<file path="config.mk">
export PLATFORM = sky130hd
export DESIGN_NAME = hex_syscall_unit
export DESIGN_NICKNAME = d
export VERILOG_FILES = /design/src/rtl/hex_syscall_unit_pkg.sv /design/src/rtl/hex_syscall_unit.sv
export SDC_FILE = /design/constraint.sdc
export NUM_CORES = 1
export LEC_CHECK = 0
export CORE_ASPECT_RATIO = 2
export CORE_MARGIN = 3
export CORE_UTILIZATION = 44
export DETAILED_ROUTE_END_ITERATION = 10
export PLACE_DENSITY = 0.81
export SKIP_CTS_REPAIR_TIMING = 1
export SLEW_MARGIN = 20
export SYNTH_ARGS = -nofsm -noshare
export SYNTH_HDL_FRONTEND = slang
export SYNTH_SLANG_ARGS = --single-unit
export TNS_END_PERCENT = 5
</file>
<file path="constraint.sdc">
create_clock -name clk -period 2.5 [get_ports clk]
set_input_delay 0.375 -clock clk [delete_from_list [all_inputs] [get_ports clk]]
set_output_delay 0.375 -clock clk [all_outputs]
set_load 0.02 [all_outputs]
</file>
<file path="src/rtl/hex_syscall_unit_pkg.sv">
// Shared types for the Hex core syscall responder.
//   waddr_t      : 16-bit data-memory word address
//   data_t       : 32-bit data-memory word
//   syscall_t    : SVC opcode (EXIT/WRITE/READ; 3 is illegal)
//   svc_state_t  : responder FSM states
//   SP_WADDR_DEFAULT, SVC_ARG_OFFSET, SVC_RES_OFFSET : memory layout constants
package hex_syscall_unit_pkg;

  typedef logic [15:0] waddr_t;
  typedef logic [31:0] data_t;

  typedef enum logic [1:0] {
    EXIT  = 2'd0,
    WRITE = 2'd1,
    READ  = 2'd2
  } syscall_t;

  typedef enum logic [3:0] {
    IDLE, LD_SP, SP_W, LD_ARG, ARG_W, IO_OUT, IO_IN, ST_RES, DONE, HALTED
  } svc_state_t;

  localparam waddr_t SP_WADDR_DEFAULT = 16'd1;
  // Stack frame, relative to the stack pointer word address.
  localparam waddr_t SVC_ARG_OFFSET   = 16'd2;  // first argument
  localparam waddr_t SVC_RES_OFFSET   = 16'd1;  // syscall result slot

endpackage

</file>
<file path="src/rtl/hex_syscall_unit.sv">
// Hex core SVC responder. Fetches the stack pointer and argument from data
// memory, performs a single-byte stream write/read or halts, stores any
// result, then pulses svc_done to release the stalled core.
// Ports:
//   clk, rst_n                         clock, synchronous active-low reset
//   svc_valid/svc_opcode/svc_done      syscall request from the core
//   mem_req/we/addr/wdata, gnt, rdata  shared data-memory port (rdata one
//                                      cycle after gnt)
//   out_valid/out_ready/out_data       output byte stream
//   in_valid/in_ready/in_data          input byte stream
//   halt, exit_code                    sticky program-exit status
//   error                              sticky illegal-syscall flag
module hex_syscall_unit
  import hex_syscall_unit_pkg::*;
#(
  parameter waddr_t SP_WADDR = SP_WADDR_DEFAULT
) (
  input  logic        clk,
  input  logic        rst_n,
  input  logic        svc_valid,
  input  logic [1:0]  svc_opcode,
  output logic        svc_done,
  output logic        mem_req,
  output logic        mem_we,
  output waddr_t      mem_addr,
  output data_t       mem_wdata,
  input  logic        mem_gnt,
  input  data_t       mem_rdata,
  output logic        out_valid,
  input  logic        out_ready,
  output logic [7:0]  out_data,
  input  logic        in_valid,
  output logic        in_ready,
  input  logic [7:0]  in_data,
  output logic        halt,
  output data_t       exit_code,
  output logic        error
);

  svc_state_t r_state, w_next;
  syscall_t   r_op;
  waddr_t     r_sp;
  data_t      r_arg;
  logic [7:0] r_byte;
  logic       r_error;

  logic w_accept, w_illegal;
  assign w_accept  = (r_state == IDLE) && svc_valid;
  assign w_illegal = (svc_opcode == 2'd3);

  // State register
  always_ff @(posedge clk) begin
    if (!rst_n) r_state <= IDLE;
    else        r_state <= w_next;
  end

  // Operand capture. The opcode is latched once at acceptance so the core
  // may change svc_opcode freely while the syscall is in flight.
  always_ff @(posedge clk) begin
    if (!rst_n) begin
      r_op    <= EXIT;
      r_sp    <= '0;
      r_arg   <= '0;
      r_byte  <= '0;
      r_error <= 1'b0;
    end else begin
      if (w_accept) begin
        r_op <= syscall_t'(svc_opcode);
        if (w_illegal) r_error <= 1'b1;
      end
      // Read data arrives the cycle after the grant, i.e. in the *_W states.
      if (r_state == SP_W)              r_sp   <= mem_rdata[15:0];
      if (r_state == ARG_W)             r_arg  <= mem_rdata;
      if (r_state == IO_IN && in_valid) r_byte <= in_data;
    end
  end

  // Next-state logic
  always_comb begin
    w_next = r_state;
    case (r_state)
      IDLE:    if (svc_valid) w_next = w_illegal ? DONE : LD_SP;
      LD_SP:   if (mem_gnt)   w_next = SP_W;
      SP_W:    w_next = (r_op == READ) ? IO_IN : LD_ARG;
      LD_ARG:  if (mem_gnt)   w_next = ARG_W;
      ARG_W:   w_next = (r_op == WRITE) ? IO_OUT : HALTED;
      IO_OUT:  if (out_ready) w_next = DONE;
      IO_IN:   if (in_valid)  w_next = ST_RES;
      ST_RES:  if (mem_gnt)   w_next = DONE;
      DONE:    w_next = IDLE;
      HALTED:  w_next = HALTED;
      default: w_next = IDLE;
    endcase
  end

  // Outputs are pure functions of state and captured operands, so the
  // request/stream signals stay stable for as long as a state is held and
  // every output returns to zero the edge after reset.
  always_comb begin
    svc_done  = 1'b0;
    mem_req   = 1'b0;
    mem_we    = 1'b0;
    mem_addr  = '0;
    mem_wdata = '0;
    out_valid = 1'b0;
    out_data  = '0;
    in_ready  = 1'b0;
    halt      = 1'b0;
    exit_code = '0;
    case (r_state)
      LD_SP: begin
        mem_req  = 1'b1;
        mem_addr = SP_WADDR;
      end
      LD_ARG: begin
        mem_req  = 1'b1;
        mem_addr = r_sp + SVC_ARG_OFFSET;  // wraps modulo 2^16
      end
      ST_RES: begin
        mem_req   = 1'b1;
        mem_we    = 1'b1;
        mem_addr  = r_sp + SVC_RES_OFFSET; // wraps modulo 2^16
        mem_wdata = {24'b0, r_byte};
      end
      IO_OUT: begin
        out_valid = 1'b1;
        out_data  = r_arg[7:0];
      end
      IO_IN:  in_ready = 1'b1;
      DONE:   svc_done = 1'b1;
      HALTED: begin
        halt      = 1'b1;
        exit_code = r_arg;
      end
      default: ;
    endcase
  end

  assign error = r_error;

endmodule

</file>
-- Word-level counts from Yosys, hierarchy flattened
Index checks and enable logic that the tools add are counted.
Widths: inputs -> output; s select.
- add/subtract/negate cells: 2
- reduce and logical (&&, ||, !) cells: 6
- eq/ne operators: 18
- mux-type cells: 20
- operator list (operator ; number):
    $pmux 16 s3 ; 1
    $pmux 4 s9 ; 1
    $mux 32 ; 1
    $mux 4 ; 8
    $add 16x1->16 const B ; 1
    $add 16x2->16 const B ; 1
    $eq 4x3->1 const B ; 4
    $mux 8 ; 2
    $ne 2x2->1 const B ; 6
    $eq 4x2->1 const B ; 2
    $eq 4x4->1 const B ; 2
    $mux 1 ; 6
    $reduce_and 6->1 ; 1
    $eq 2x2->1 const B ; 2
    $eq 4x1->1 const B ; 1
    $logic_not 4->1 ; 1
    $mux 3 ; 1
    $reduce_or 3->1 ; 1
    $eq 2x1->1 const B ; 1
    $logic_and 1x1->1 ; 2
    $reduce_and 2->1 ; 1
- output and inout port bits: 95
- word-level logic and storage cells: 52
- input bits: 48
- flip-flop bits (word level): 63

-- Depth between registers and ports, before layout
Gate-level depths: netlist of the first run.
- depth after elaboration: 4
- mapped depth: 8
- gate-level depth less buffers: 6

-- Least setup slack after synthesis of the first run
OpenSTA, ideal clock, no wires.
- path kind: reg2out
- start point: register r_state[0]
- end point: output port out_data[0]
- stages on the path, launching flop included: 5
- path buffers: 1
- arrival: 1.703 ns
- data required time: 2.125 ns
- setup slack: 0.422 ns
- cell sequence: dfxtp_1 -> buf_2 -> inv_1 -> nor3_1 -> and2_1
- longest elaborated chain between the ends: 2
- ends and longest elaborated chain (item ; RTL line ; text):
    start, declared ; hex_syscall_unit.sv:40 ; svc_state_t r_state, w_next;
    start signal, assigned ; hex_syscall_unit.sv:54 ; else r_state <= w_next;
    $eq 4x3->1 ; hex_syscall_unit.sv:110 ; case (r_state)
    $mux 8 ; hex_syscall_unit.sv:110 ;
    end, declared ; hex_syscall_unit.sv:31 ; output logic [7:0] out_data,
No other way between the ends.

-- Worst setup path in the final report of the first run
- start point: register r_state[2]
- end point: output port mem_we
- longest elaborated chain between the ends: 2
- ends and longest elaborated chain (item ; RTL line ; text):
    $eq 4x3->1 ; hex_syscall_unit.sv:110 ;
    $mux 1 ; hex_syscall_unit.sv:110 ;
    end, declared ; hex_syscall_unit.sv:24 ; output logic mem_we,
No other way between the ends.

==> results of run 1 <==
[per-layer routing]
metal	vias to the layer above	track usage	share of wire
li1	1839	-	-
met1	1708	0.222	0.37
met2	123	0.395	0.54
met3	29	0.0565	0.050
met4	0	0.136	0.038
met5	-	0	0
[cell type report]
cell class | instances | share of cell area
multi-input cells | 388 | 0.402
repair buffers | 147 | 0.285
clock buffers | 13 | 0.0497
inverters | 3 | 0.00253
clock inverters | 3 | 0.00736
well taps | 96 | 0.0221
flip-flops and latches | 63 | 0.232
[synthesized netlist by cell type, types with 3 or more instances]
cell type / number / share of area
and3_1: 6 / 0.010
dfxtp_1: 63 / 0.34
a31oi_1: 4 / 0.0068
nor2_1: 17 / 0.017
o21ai_1: 4 / 0.0054
nand2_1: 116 / 0.12
ha_1: 3 / 0.010
o21a_1: 3 / 0.0061
and2_1: 49 / 0.083
nor2b_1: 5 / 0.0085
mux2i_1: 4 / 0.011
buf_4: 28 / 0.057
buf_2: 11 / 0.015
a21boi_0: 51 / 0.10
nand3_1: 18 / 0.024
a21boi_1: 5 / 0.010
clkbuf_1: 13 / 0.013
nand2b_1: 7 / 0.012
nor3_1: 6 / 0.0081
a21oi_1: 17 / 0.023
o21ai_0: 10 / 0.014
[stage by stage]
stage               total power [mW]   util  setup WS [ns]  std cells  setup TNS [ns]
floorplan                       1.33      -          0.422        508               0
global placement                1.46  0.617         0.0612        697               0
detailed placement              1.46  0.617         0.0545        697               0
CTS                             2.74  0.656         -0.303        713           -5.34
global route                    2.82  0.675        -0.0595        713         -0.0595
finish                          2.72  0.675         0.0763        713               0
[where the power goes]
group,switching [mW],internal (mW),total (mW)
Sequential,0.0271,1.03,1.06
Clock,0.424,0.849,1.27
Combinational,0.208,0.176,0.384
[how the worst min path moves through the flow]
stage / slack, ns / cells after the start / endpoint / startpoint
6_report: 0.45 / 2 / r_arg[31] / r_arg[31]
5_1_grt: 0.48 / 2 / r_arg[31] / r_arg[31]
4_1_cts: 0.45 / 2 / r_arg[31] / r_arg[31]
3_5_place_dp: 0.45 / 2 / r_arg[31] / r_arg[31]
3_3_place_gp: 0.44 / 2 / r_arg[31] / r_arg[31]
2_1_floorplan: 0.43 / 2 / r_arg[12] / r_arg[12]
[cells in the final DEF, fill, tap and decap left out, types with 3 or more instances in the layout]
cell / count
o21ai_1: 4
nor2b_1: 5
nand2_1: 116
o21ai_0: 10
a21boi_0: 51
a21boi_1: 5
nand2b_1: 7
clkbuf_16: 9
mux2i_1: 4
nand3_1: 18
dlymetal6s2s_1: 61
buf_4: 28
nor3_1: 6
ha_1: 3
o21a_1: 3
nor3_4: 4
clkdlybuf4s50_1: 54
a21oi_1: 17
and3_1: 4
dfxtp_1: 63
clkbuf_8: 3
conb_1: 24
and2_1: 49
a31oi_1: 4
nor2_1: 17
[cell families (layout without fill, tap and decap cells)]
family | count (synthesis) | count (layout)
multiplexers | 4 | 4
buffers and inverters | 57 | 166
adder cells (fa/ha/maj) | 3 | 3
flip-flops | 63 | 63
other | 1 | 24
XOR/XNOR | 2 | 2
AND/OR/NAND/NOR | 242 | 242
AO/OA/AOI/OAI | 113 | 113
[state kept, by name, summed over array words and instances (netlist names)]
register	cells
r_arg	32
r_sp	16
r_byte	8
r_state	4
r_op	2
error	1
[worst max-delay path, stage by stage, from the launching register on]
cell and delay (ns):
dfxtp_1 0.41, nand2b_4 0.07, or2_1 0.32, inv_4 0.14, buf_4 0.16, clkdlybuf4s50_1 0.60
==> impl_metrics.json, run 1 <==
{
  "status": "complete, no violations",
  "syn_area_um2": 3690,
  "drc": 0,
  "fin_nets": 663,
  "reg2reg_slack_ns": 0.86,
  "finalClockSkew_ns": 0.00720,
  "die_y_um": 136,
  "required_ns": 2.12,
  "synth_xor_area_frac": 0.00475,
  "synth_top_family_by_area": "simple AND/OR/NAND/NOR gates",
  "final_hold_viol_count": 0,
  "cap_violations": 0,
  "r2r_cells": 5,
  "syn_inst": 485,
  "critPathLaunchType": "flop",
  "hp-class": "flop to flop",
  "period_minus_slack_ns": 2.42,
  "gr-total-overflow": 0,
  "synth_seq_area_share": 0.342,
  "cts_buffers": 9,
  "endpoint_kind": "primary output",
  "htreeDepth": 3,
  "slew_headroom": 0.374,
  "io_pins": 143,
  "place_congestion": 0.915,
  "multiInputGateArea_um2": 2190,
  "fmax_ghz": 0.413,
  "cp_data_arrival_time_ns": 2.05,
  "core_area_um2": 8060,
  "via_count": 3699,
  "die_w_um": 70.8,
  "clock-root-buffer": "clkbuf_16",
  "grt_first_pass_wirelength_mm": 16.9,
  "place_area_um2": 4970,
  "synthArstFlopShare": 0,
  "fillers": 672,
  "synth_mux_area_frac": 0.0108,
  "cts_tree": "yes",
  "routedWlPerCell_um": 14.8,
  "fin_hold_ws_ns": 0.450,
  "setup.worst_path.start": "r_state[2]",
  "ir_worst_vdd_uv": 443,
  "clk_latency_ns": 0.33,
  "via_per_inst": 5.19,
  "dp_hpwl_mm": 7.82,
  "critical_path_class": "flop to primary output",
  "slew_viol_final": 0,
  "first_pass_iters": 4,
  "rsz0062_at_grt": "true",
  "synth_seq_cells": 63,
  "num_rows": 46,
  "grt_usage": 0.221,
  "yosys_warnings": 0,
  "ys_types": 53,
  "worstReg2RegStart": "r_state[1]",
  "synth_edf_count": 0,
  "grt_pass1_vias": 3767,
  "drt_iter0_drc": 154,
  "avgSynthCellArea_um2": 7.61,
  "portBuffers": 118,
  "seqCellArea_um2": 1260,
  "initial_core_util": 0.458,
  "antenna_found_initial": 0,
  "design_area_um2": 5440,
  "routed_wirelength_mm": 10.6,
  "synth_flop_cell": "dfxtp_1",
  "syn2layout_area_growth_pct": 47.4,
  "setup_viol_count_final": 0,
  "leakage_nw": 3.09,
  "synth-compound-area-share": 0.212,
  "worst-path-max-fanout": 9,
  "dieArea_um2": 9590,
  "drive_gt1_frac": 0.0972,
  "clock-sinks": 63,
  "power.density_nw_per_um2": 500,
  "synth_adder_area_share": 0.0102,
  "diodes": 0,
  "r2r_end": "r_sp[9]",
  "synth-simple-area-share": 0.325,
  "clockBufferDepth": 2,
  "worst_slew_pin_slew_ns": 0.938,
  "period_share": 0.969,
  "grt_start_max_net_pins": 64,
  "clk_pin_slew_ns": 0.05,
  "endpoint": "mem_we",
  "ant_nets": 0
}
Note: power is estimated with default switching activity, not from simulation.
==> run 2: changes to the inputs <==
--- a/config.mk
+++ b/config.mk
@@ -9,6 +9,7 @@
 export CORE_MARGIN = 3
 export CORE_UTILIZATION = 44
 export DETAILED_ROUTE_END_ITERATION = 10
+export GPL_TIMING_DRIVEN = 0
 export PLACE_DENSITY = 0.81
 export SKIP_CTS_REPAIR_TIMING = 1
 export SLEW_MARGIN = 20
==> impl_metrics.json, run 2 (synthesis gave the netlist of run 1 again) <==
{
  "critPathLaunchType": "flop",
  "seqCellArea_um2": 1270,
  "rsz0062_at_grt": "true",
  "drc": 0,
  "clock-sinks": 63,
  "grt_first_pass_wirelength_mm": 17.5,
  "p_seq_frac": 0.403,
  "fillers": 680,
  "via_count": 3853,
  "dp_hpwl_mm": 8.37,
  "regMostFlops": "r_arg",
  "syn2layout_area_growth_pct": 49.5,
  "largest_reg_flops": 32,
  "cap_violations": 0,
  "hp-class": "input port to flop",
  "fin_nets": 692,
  "layout_common_cells": "nand2_1, clkdlybuf4s50_1, dfxtp_1",
  "diodes": 0,
  "final_hold_viol_count": 0,
  "cp_data_arrival_time_ns": 2.39,
  "via_per_inst": 5.20,
  "slew_viol_final": 0,
  "p_int_mw": 1.98,
  "clock-root-buffer": "clkbuf_16",
  "io_pins": 143,
  "setup_viol_count_final": 29,
  "grt_start_max_net_pins": 11,
  "grt_usage": 0.225,
  "leakage_nw": 2.65,
  "routedWlPerCell_um": 14.7,
  "swShare": 0.248,
  "multiInputGateArea_um2": 2220,
  "initial_core_util": 0.458,
  "setup_slack_ns": -0.260,
  "power.share.clock": 0.437,
  "design_area_um2": 5520,
  "first_pass_iters": 6,
  "top_regs": "r_arg x32, r_sp x16, r_byte x8",
  "portBuffers": 117,
  "core_area_um2": 8060,
  "period_share": 1.10,
  "required_ns": 2.12,
  "clockBufferDepth": 2,
  "num_rows": 46,
  "clk_pin_slew_ns": 0.05,
  "cts_tree": "yes",
  "clk_latency_ns": 0.32,
  "power.density_nw_per_um2": 478,
  "place_area_um2": 5070,
  "ant_nets": 0,
  "fin_hold_ws_ns": 0.427,
  "layout_commonest_cell": "nand2_1",
  "finalClockSkew_ns": 0.00284,
  "ir_worst_vdd_uv": 384,
  "pwr-share-comb": 0.159,
  "post-place-ws_ns": -0.233,
  "place_congestion": 0.892,
  "worst-path-max-fanout": 10,
  "p_total_mw": 2.63,
  "drt_iter0_drc": 303,
  "switchingPower_uw": 653,
  "status": "finished with violations",
  "drive_gt1_frac": 0.138,
  "htreeDepth": 3,
  "endpoint_kind": "primary output",
  "routed_wirelength_mm": 10.9,
  "gr-total-overflow": 0,
  "fin_util": 0.685,
  "antenna_found_initial": 0,
  "grt_pass1_vias": 3806,
  "die_w_um": 70.8,
  "die_y_um": 136,
  "dieArea_um2": 9590,
  "violations": "setup timing",
  "cts_buffers": 9,
  "fmax_ghz": 0.362,
  "critical_path_class": "flop to primary output",
  "period_minus_slack_ns": 2.76
}
==> run 2: power groups by stage <==
stage / sequential (mW) / combinational, mW / clock [mW]
floorplan: 1.07 / 0.253 / 0
detailed placement: 1.08 / 0.407 / 0
global route: 1.07 / 0.459 / 1.20
global placement: 1.08 / 0.399 / 0
CTS: 1.06 / 0.409 / 1.17
finish: 1.06 / 0.420 / 1.15
==> run 2: worst paths after layout <==
kind	from	end	slack, ns	depth (start not counted)
worst min-delay path	in_valid	r_byte[2]	0.43	3
worst min register to register	r_arg[31]	r_arg[31]	0.45	2
worst max-delay path	r_state[1]	mem_addr[4]	-0.26	7
worst max register to register	r_state[0]	r_arg[25]	0.85	5
==> run 2: stage by stage <==
step | TNS [ns] | cells
2_1_floorplan | 0 | 508
3_3_place_gp | -6.21 | 721
3_5_place_dp | -3.44 | 721
4_1_cts | -24.25 | 736
5_1_grt | -9.54 | 741
6_report | -5.18 | 741
==> run 2: critical path, stage by stage, from the launching register on <==
cell	delay, ns
dfxtp_1	0.35
buf_4	0.19
buf_4	0.20
nand3_2	0.24
o22ai_1	0.28
nor2_1	0.06
a21oi_1	0.12
clkdlybuf4s50_1	0.62
==> run 2: metal layers <==
| metal | GRT usage | vias up | share of wire |
|---|---|---|---|
| li1 | - | 1895 | - |
| met1 | 0.221 | 1770 | 0.35 |
| met2 | 0.427 | 159 | 0.55 |
| met3 | 0.0520 | 29 | 0.065 |
| met4 | 0.114 | 0 | 0.033 |
| met5 | 0 | - | 0 |
==> run 2: layout make-up <==
cell class | count | area share
Clock buffer | 15 | 0.0504
Tap cell | 96 | 0.0218
Inverter | 3 | 0.00249
Timing Repair Buffer | 123 | 0.231
Buffer | 53 | 0.0619
Multi-Input combinational cell | 388 | 0.402
Sequential cell | 63 | 0.230
==> run 3: changes to the inputs <==
--- a/config.mk
+++ b/config.mk
@@ -16,4 +16,3 @@
 export SYNTH_ARGS = -nofsm -noshare
 export SYNTH_HDL_FRONTEND = slang
 export SYNTH_SLANG_ARGS = --single-unit
-export TNS_END_PERCENT = 5
==> impl_metrics.json, run 3 (synthesis gave the netlist of run 1 again) <==
{
  "rsz0062_at_grt": "true",
  "fin_tns_setup_ns": -3.92,
  "clk_pin_slew_ns": 0.05,
  "pwr-share-comb": 0.160,
  "status": "finished with violations",
  "final_cells": 742,
  "first_pass_iters": 4,
  "antenna_found_initial": 0,
  "power.share.clock": 0.437,
  "period_share": 1.09,
  "fmax_ghz": 0.366,
  "slew_viol_final": 0,
  "worst-path-max-fanout": 10,
  "grt_start_max_net_pins": 11,
  "swShare": 0.249,
  "layout_commonest_cell": "nand2_1",
  "cts_tree": "yes",
  "hp-class": "input port to flop",
  "clockBufferDepth": 2,
  "core_area_um2": 8060,
  "worstReg2RegStart": "r_state[0]",
  "endpoint": "mem_addr[6]",
  "drive_gt1_frac": 0.141,
  "regMostFlops": "r_arg",
  "layout_common_cells": "nand2_1, clkdlybuf4s50_1, dfxtp_1",
  "clk_latency_ns": 0.32,
  "r2r_end": "r_arg[25]",
  "io_pins": 143,
  "fin_hold_ws_ns": 0.427,
  "setup.worst_path.start": "r_state[1]",
  "largest_reg_flops": 32,
  "setup_slack_ns": -0.230,
  "die_y_um": 136,
  "r2r_cells": 5,
  "drt_iter0_drc": 269,
  "reg2reg_slack_ns": 0.85,
  "placed_cells": 721,
  "die_w_um": 70.8,
  "cts_buffers": 9,
  "cp_data_arrival_time_ns": 2.35,
  "fin_nets": 693,
  "htreeDepth": 3,
  "required_ns": 2.12,
  "diodes": 0,
  "initial_core_util": 0.458,
  "post-place-ws_ns": -0.233,
  "drc": 0,
  "leakage_nw": 2.80,
  "p_seq_frac": 0.403,
  "endpoint_kind": "primary output",
  "power.density_nw_per_um2": 475,
  "clock-sinks": 63,
  "gr-total-overflow": 0,
  "violations": "setup timing",
  "p_int_mw": 1.98,
  "routedWlPerCell_um": 14.8,
  "via_per_inst": 5.13,
  "ant_nets": 0,
  "fillers": 667,
  "period_minus_slack_ns": 2.73,
  "switchingPower_uw": 657,
  "cap_violations": 0,
  "setup_viol_count_final": 22,
  "critPathLaunchType": "flop",
  "ir_worst_vdd_uv": 385,
  "routed_wirelength_mm": 11.0,
  "grt_pass1_vias": 3806,
  "syn2layout_area_growth_pct": 50.6,
  "dieArea_um2": 9590,
  "clock-root-buffer": "clkbuf_16",
  "dp_hpwl_mm": 8.37,
  "num_rows": 46,
  "top_regs": "r_arg x32, r_sp x16, r_byte x8",
  "grt_first_pass_wirelength_mm": 17.5,
  "grt_usage": 0.225,
  "portBuffers": 117,
  "final_hold_viol_count": 0,
  "finalClockSkew_ns": 0.00284,
  "via_count": 3807,
  "place_congestion": 0.892,
  "critical_path_class": "flop to primary output"
}
-- run 3: critical path, cell delays in order, from the launching register on --
cell and delay, ns:
dfxtp_1 0.35, buf_4 0.19, buf_4 0.20, nand3_2 0.24, o221ai_1 0.29, o21a_1 0.15
clkdlybuf4s50_1 0.60
-- run 3: layout make-up --
class	count	area [um^2]	share of cell area
timing repair buffer	124	1310	0.236
tap	96	120	0.0216
buffer	53	342	0.0614
multi-input combinational	388	2230	0.400
clock buffer	15	278	0.0500
inverter	3	13.8	0.00248
sequential	63	1270	0.228
-- run 3: power by group through the flow --
stage / Sequential [mW] / Combinational (mW) / Clock, mW
2_1_floorplan: 1.07 / 0.253 / 0
3_3_place_gp: 1.08 / 0.399 / 0
3_5_place_dp: 1.08 / 0.407 / 0
4_1_cts: 1.06 / 0.409 / 1.17
5_1_grt: 1.07 / 0.460 / 1.20
6_report: 1.06 / 0.422 / 1.15
-- run 3: worst min path at each step --
stage / start / cells past startpoint / slack [ns] / end
detailed placement: r_arg[31] / 2 / 0.45 / r_arg[31]
floorplan: r_arg[12] / 2 / 0.43 / r_arg[12]
global placement: r_arg[31] / 2 / 0.44 / r_arg[31]
CTS: in_valid / 3 / 0.42 / r_byte[2]
finish: in_valid / 3 / 0.43 / r_byte[2]
global route: in_valid / 3 / 0.44 / r_byte[2]
-- run 3: metal layers --
metal	part of all wire	wire length (um)	GRT usage	vias up
li1	-	-	-	1896
met1	0.35	3840	0.221	1743
met2	0.55	6050	0.427	139
met3	0.064	702	0.0520	29
met4	0.036	390	0.114	0
met5	0	0	0	-
-- run 3: stage by stage --
step,power (mW),instance area (um^2),util
after detailed placement,1.49,5070,0.630
after global routing,2.73,5560,0.690
after CTS,2.64,5350,0.664
after global placement,1.48,5070,0.629
final,2.64,5560,0.690
after floorplan,1.33,3780,-
